$ cat config.mk
export PLATFORM = sky130hd
export DESIGN_NAME = keypad_emulator
export DESIGN_NICKNAME = d
export VERILOG_FILES = /design/src/rtl/keypad_emulator.sv
export SDC_FILE = /design/constraint.sdc
export NUM_CORES = 1
export LEC_CHECK = 0
export ABC_CLOCK_PERIOD_IN_PS = 7150
export CORE_AREA = 5 5 93 95
export CTS_CLUSTER_DIAMETER = 30
export DETAILED_ROUTE_END_ITERATION = 8
export DIE_AREA = 0 0 98 100
export PLACE_DENSITY = 0.63
export SYNTH_ARGS = -nofsm -noshare
export SYNTH_HDL_FRONTEND = slang
export SYNTH_SLANG_ARGS = --single-unit
$ cat constraint.sdc
create_clock -name clk -period 7.15 [get_ports clk]
set_input_delay 1.0725 -clock clk [delete_from_list [all_inputs] [get_ports clk]]
set_output_delay 1.0725 -clock clk [all_outputs]
set_load 0.005 [all_outputs]
$ cat src/rtl/keypad_emulator.sv
//------------------------------------------------------------------------------
// keypad_emulator
// Emulates one key of a 4x4 matrix keypad, with contact bounce, in front of a
// column-scanning keypad controller.
// Rev 1.0 - initial release
//------------------------------------------------------------------------------
`default_nettype none

module keypad_emulator #(
  parameter int BOUNCE_CYCLES  = 2,
  parameter int BOUNCE_TOGGLES = 1,
  parameter int GAP_CYCLES     = 4
) (
  input  logic        clk,
  input  logic        nrst,
  input  logic        cmd_valid,
  output logic        cmd_ready,
  input  logic [3:0]  cmd_key,
  input  logic [15:0] cmd_hold,
  input  logic [3:0]  col,
  output logic [3:0]  row,
  output logic        busy,
  output logic        done
);

  localparam int BC_W  = $clog2(BOUNCE_CYCLES + 1);
  localparam int GAP_W = $clog2(GAP_CYCLES + 1);
  localparam int CNT_W = (BC_W > 16) ? ((BC_W > GAP_W) ? BC_W : GAP_W)
                                     : ((GAP_W > 16) ? GAP_W : 16);
  localparam int PH_W  = $clog2(2 * BOUNCE_TOGGLES + 1) + 1;

  localparam logic [CNT_W-1:0] BC_LAST  = CNT_W'(BOUNCE_CYCLES - 1);
  localparam logic [CNT_W-1:0] GAP_LAST = CNT_W'(GAP_CYCLES - 1);
  localparam logic [PH_W-1:0]  PH_LAST  =
    PH_W'((BOUNCE_TOGGLES > 0) ? (2 * BOUNCE_TOGGLES - 1) : 0);
  localparam bit BOUNCE_EN = (BOUNCE_TOGGLES > 0);

  typedef enum logic [2:0] {
    ST_IDLE       = 3'd0,
    ST_BOUNCE_IN  = 3'd1,
    ST_HOLD       = 3'd2,
    ST_BOUNCE_OUT = 3'd3,
    ST_GAP        = 3'd4
  } state_t;

  state_t           state_q,   state_d;
  logic             contact_q, contact_d;
  logic             done_q,    done_d;
  logic [CNT_W-1:0] cnt_q,     cnt_d;
  logic [PH_W-1:0]  ph_q,      ph_d;
  logic [3:0]       key_q,     key_d;
  logic [15:0]      hold_q,    hold_d;

  logic [CNT_W-1:0] hold_last;
  logic [1:0]       key_col;
  logic [1:0]       key_row;
  logic             accept;

  // A zero hold request is stretched to a single cycle.
  assign hold_last = (hold_q == 16'd0) ? '0 : CNT_W'(hold_q - 16'd1);
  assign accept    = cmd_valid && (state_q == ST_IDLE);

  always_comb begin
    state_d   = state_q;
    contact_d = contact_q;
    done_d    = 1'b0;
    cnt_d     = cnt_q;
    ph_d      = ph_q;
    key_d     = key_q;
    hold_d    = hold_q;

    case (state_q)
      ST_IDLE: begin
        contact_d = 1'b0;
        if (accept) begin
          key_d     = cmd_key;
          hold_d    = cmd_hold;
          cnt_d     = '0;
          ph_d      = '0;
          contact_d = 1'b1;
          state_d   = BOUNCE_EN ? ST_BOUNCE_IN : ST_HOLD;
        end
      end

      ST_BOUNCE_IN: begin
        if (cnt_q == BC_LAST) begin
          cnt_d = '0;
          if (ph_q == PH_LAST) begin
            ph_d      = '0;
            contact_d = 1'b1;
            state_d   = ST_HOLD;
          end else begin
            ph_d      = ph_q + 1'b1;
            contact_d = ~contact_q;
          end
        end else begin
          cnt_d = cnt_q + 1'b1;
        end
      end

      ST_HOLD: begin
        if (cnt_q == hold_last) begin
          cnt_d     = '0;
          ph_d      = '0;
          contact_d = 1'b0;
          state_d   = BOUNCE_EN ? ST_BOUNCE_OUT : ST_GAP;
        end else begin
          cnt_d = cnt_q + 1'b1;
        end
      end

      ST_BOUNCE_OUT: begin
        if (cnt_q == BC_LAST) begin
          cnt_d = '0;
          if (ph_q == PH_LAST) begin
            ph_d      = '0;
            contact_d = 1'b0;
            state_d   = ST_GAP;
          end else begin
            ph_d      = ph_q + 1'b1;
            contact_d = ~contact_q;
          end
        end else begin
          cnt_d = cnt_q + 1'b1;
        end
      end

      ST_GAP: begin
        contact_d = 1'b0;
        if (cnt_q == GAP_LAST) begin
          cnt_d   = '0;
          done_d  = 1'b1;
          state_d = ST_IDLE;
        end else begin
          cnt_d = cnt_q + 1'b1;
        end
      end

      default: begin
        contact_d = 1'b0;
        cnt_d     = '0;
        ph_d      = '0;
        state_d   = ST_IDLE;
      end
    endcase
  end

  always_ff @(posedge clk) begin
    if (!nrst) begin
      state_q   <= ST_IDLE;
      contact_q <= 1'b0;
      done_q    <= 1'b0;
      cnt_q     <= '0;
      ph_q      <= '0;
      key_q     <= 4'd0;
      hold_q    <= 16'd0;
    end else begin
      state_q   <= state_d;
      contact_q <= contact_d;
      done_q    <= done_d;
      cnt_q     <= cnt_d;
      ph_q      <= ph_d;
      key_q     <= key_d;
      hold_q    <= hold_d;
    end
  end

  // Matrix position of the latched key: {column, row}.
  always_comb begin
    key_col = 2'd0;
    key_row = 2'd0;
    case (key_q)
      4'hA: begin key_col = 2'd0; key_row = 2'd0; end
      4'h7: begin key_col = 2'd0; key_row = 2'd1; end
      4'h4: begin key_col = 2'd0; key_row = 2'd2; end
      4'h1: begin key_col = 2'd0; key_row = 2'd3; end
      4'h0: begin key_col = 2'd1; key_row = 2'd0; end
      4'h8: begin key_col = 2'd1; key_row = 2'd1; end
      4'h5: begin key_col = 2'd1; key_row = 2'd2; end
      4'h2: begin key_col = 2'd1; key_row = 2'd3; end
      4'hB: begin key_col = 2'd2; key_row = 2'd0; end
      4'h9: begin key_col = 2'd2; key_row = 2'd1; end
      4'h6: begin key_col = 2'd2; key_row = 2'd2; end
      4'h3: begin key_col = 2'd2; key_row = 2'd3; end
      4'hF: begin key_col = 2'd3; key_row = 2'd0; end
      4'hE: begin key_col = 2'd3; key_row = 2'd1; end
      4'hD: begin key_col = 2'd3; key_row = 2'd2; end
      4'hC: begin key_col = 2'd3; key_row = 2'd3; end
      default: begin key_col = 2'd0; key_row = 2'd0; end
    endcase
  end

  assign row       = (contact_q && col[key_col]) ? (4'b0001 << key_row) : 4'b0000;
  assign busy      = (state_q != ST_IDLE);
  assign cmd_ready = (state_q == ST_IDLE);
  assign done      = done_q;

endmodule

`default_nettype wire

==> results.yml <==
status:
  outcome: "finished, final reports clean"
finish:
  nets: 453
  stdcell_area_um2: 3470
  area_growth_pct: 14.8
  drive_gt1_share_pct: 6.13
  diodes: 0
  fin_cells: 526
  final_core_util_pct: 45.4
synthesis:
  syn-num-nets: 436
  ys_types: 56
  synthFlopType: "dfxtp_1"
  synthTopCellsByArea: "dfxtp_1 (32%), nand2_1 (11%), o221ai_2 (5.0%)"
  synth_seq_area_share_pct: 31.8
  avgSynthCellArea_um2: 7.45
  netlist_instances: 406
  yosysTopAreaCell: "dfxtp_1"
  synthAdderAreaFrac_pct: 1.24
  synth_compound_area_share_pct: 22.1
  synth_top_family_by_area: "simple AND/OR/NAND/NOR gates"
  ys_ff_latch: 48
  postSynth.asyncResetShare_pct: 0
  synth_edf_count: 0
  synth_top_area_share_pct: 31.8
  synth_most_common_cell: "nand2_1"
  yosys-top-cells-count: "nand2_1 (89), dfxtp_1 (48), a21oi_1 (29)"
  syn_area_um2: 3020
  synth_warnings: 0
  synthSimpleGateAreaFrac_pct: 33.4
  synthMuxAreaShare_pct: 1.78
  synth_xor_area_share_pct: 4.06
timing:
  finalSetupViolCount: 0
  fin_crit_ns: 3.66
  slew_viol_final: 0
  hold_viol_final: 0
  fmax_mhz: 273
  relSlewSlack_pct: 35.2
  tightest_slew_ns: 0.963
  finalCritPeriodShare_pct: 51.2
  grt_setup_unrepaired: "false"
  worst_slack_ns: 3.49
  finalSetupTns_ns: 0
  skew_ns: 0.0112
global_routing:
  grt_pass1_wl_um: 13000
  grt.overflow.total: 0
  first_global_vias: 2749
  grt_max_degree: 29
  antenna_found_initial: 0
  track_usage_pct: 15.7
pwr:
  p_leak_uw: 0.00131
  power_density_nw_per_um2: 226
  ir_worst_vdd_v: 0.000104
worst_setup_path:
  cp.required_ns: 6.08
  cp.arrival_ns: 2.59
  end_kind: "output pin"
  path_max_fanout: 2
  worst-setup-path-type: "input port to output pin"
  reg2reg_depth: 8
  worstSetupStartpointType: "input port"
clocking:
  cts_resized: 0
  cts_tree: "done"
  clk_pin_slew_worst_paths_ns: 0.08
  postCtsSetupBuffers: 0
  cts_buffers: 5
  clk-insertion-delay-late_ns: 0.30
  ctsHoldBuffers: 0
  clk_root_buffer_cell: "clkbuf_8"
  cts-htree-levels: 2
  cts.sinks: 48
  clockBufferDepth: 2
route:
  drtAntennaViolNets: 0
  drc: 0
  vias: 2907
  drtPass1Iterations: 5
  drt_iter0_markers: 165
  wl_per_cell_um: 13.9
  via_per_inst: 5.53
  drt-total-wl_um: 7330
floorplanning:
  dieArea_um2: 9800
  fp.dieH_um: 100
  ios: 34
  start_util_pct: 39.5
  core_area_um2: 7650
  die_w_um: 98
  rows: 32
placed_design:
  hpwl_um: 5360
  placed_area_um2: 3380
  dp_cells: 518
  gp_congestion: 0.855
  portBuffers: 33
  place_ws_ns: 3.46
hold_path:
  min_path_cells: 2
  holdCritPathClass: "register to register"
job:
  maxCapViolCount: 0
flip-flops by register name, indices dropped and copies added, names as in the netlist:
name and count:
cnt_q 16, contact_q 1, done 1, hold_q 16, key_col 2, key_q 4, key_row 2, ph_q 3
state_q 3
per-stage QoR:
step / total power, µW / hold WS [ns]
5_1_grt: 841 / 0.526
2_1_floorplan: 545 / 0.458
3_3_place_gp: 620 / 0.476
4_1_cts: 788 / 0.498
6_report: 783 / 0.497
3_5_place_dp: 623 / 0.484
worst max-delay path, cell delays in order:
cell and delay (ns):
clkdlybuf4s50_1 0.40, mux4_2 0.47, and4_1 0.21, clkdlybuf4s50_1 0.43
worst paths after layout:
| kind | start | endpoint | slack (ns) |
|---|---|---|---|
| max | col[3] | row[3] | 3.49 |
| min | ph_q[2] | ph_q[2] | 0.50 |
| max reg2reg | hold_q[6] | ph_q[1] | 3.52 |
| min reg2reg | ph_q[2] | ph_q[2] | 0.50 |
kinds of logic (layout without fill, tap and decap cells):
kind of cell,after synthesis,in the layout
compound gates,88,88
xor+xnor,14,14
flops,48,48
simple gates,208,208
buf+inv,41,59
mux,4,4
fa+ha+maj,3,3
layer usage:
metal	wire (µm)	share of wire (%)	vias to the layer above	track usage, %
li1	-	-	1476	-
met1	3610	49	1359	21.3
met2	3340	46	62	25.9
met3	276	3.8	10	2.57
met4	108	1.5	0	4.05
met5	0	0	-	0
where the power goes:
part | switching, µW | internal (µW) | leakage, µW
clock network | 93.6 | 70.1 | 0.0000424
logic | 166 | 123 | 0.000878
registers | 36.1 | 294 | 0.000392
cell type report:
cell class,instances,area [µm²]
clock inverters,1,8.76
multi-input cells,317,1890
fillers,784,4180
clock buffers,7,76.3
repair buffers,35,345
inverters,16,60.1
flip-flops and latches,48,961
well taps,102,128
cells in the final DEF (no fill, tap or decap), types with 2 or more instances in the layout:
master	n
nor3_1	11
o21ai_0	11
xnor2_1	9
a221oi_1	2
a22oi_1	2
inv_1	15
dfxtp_1	48
and2_1	8
nand2_1	89
or3_1	6
buf_4	2
clkbuf_1	2
a31oi_1	2
nor4b_1	2
o22ai_1	4
ha_1	3
nor2b_1	15
nand4_1	5
nand3_1	17
nor3b_1	3
o221ai_2	10
a211o_1	6
clkbuf_8	5
or4_1	7
clkdlybuf4s50_1	33
or2_2	3
and3_1	3
a211oi_1	3
a21oi_1	29
mux2i_1	2
o31ai_1	4
nand2b_1	2
o221ai_1	2
xor2_1	5
nor2_1	25
nor4_1	7
Power figures use the tool's default switching activity.
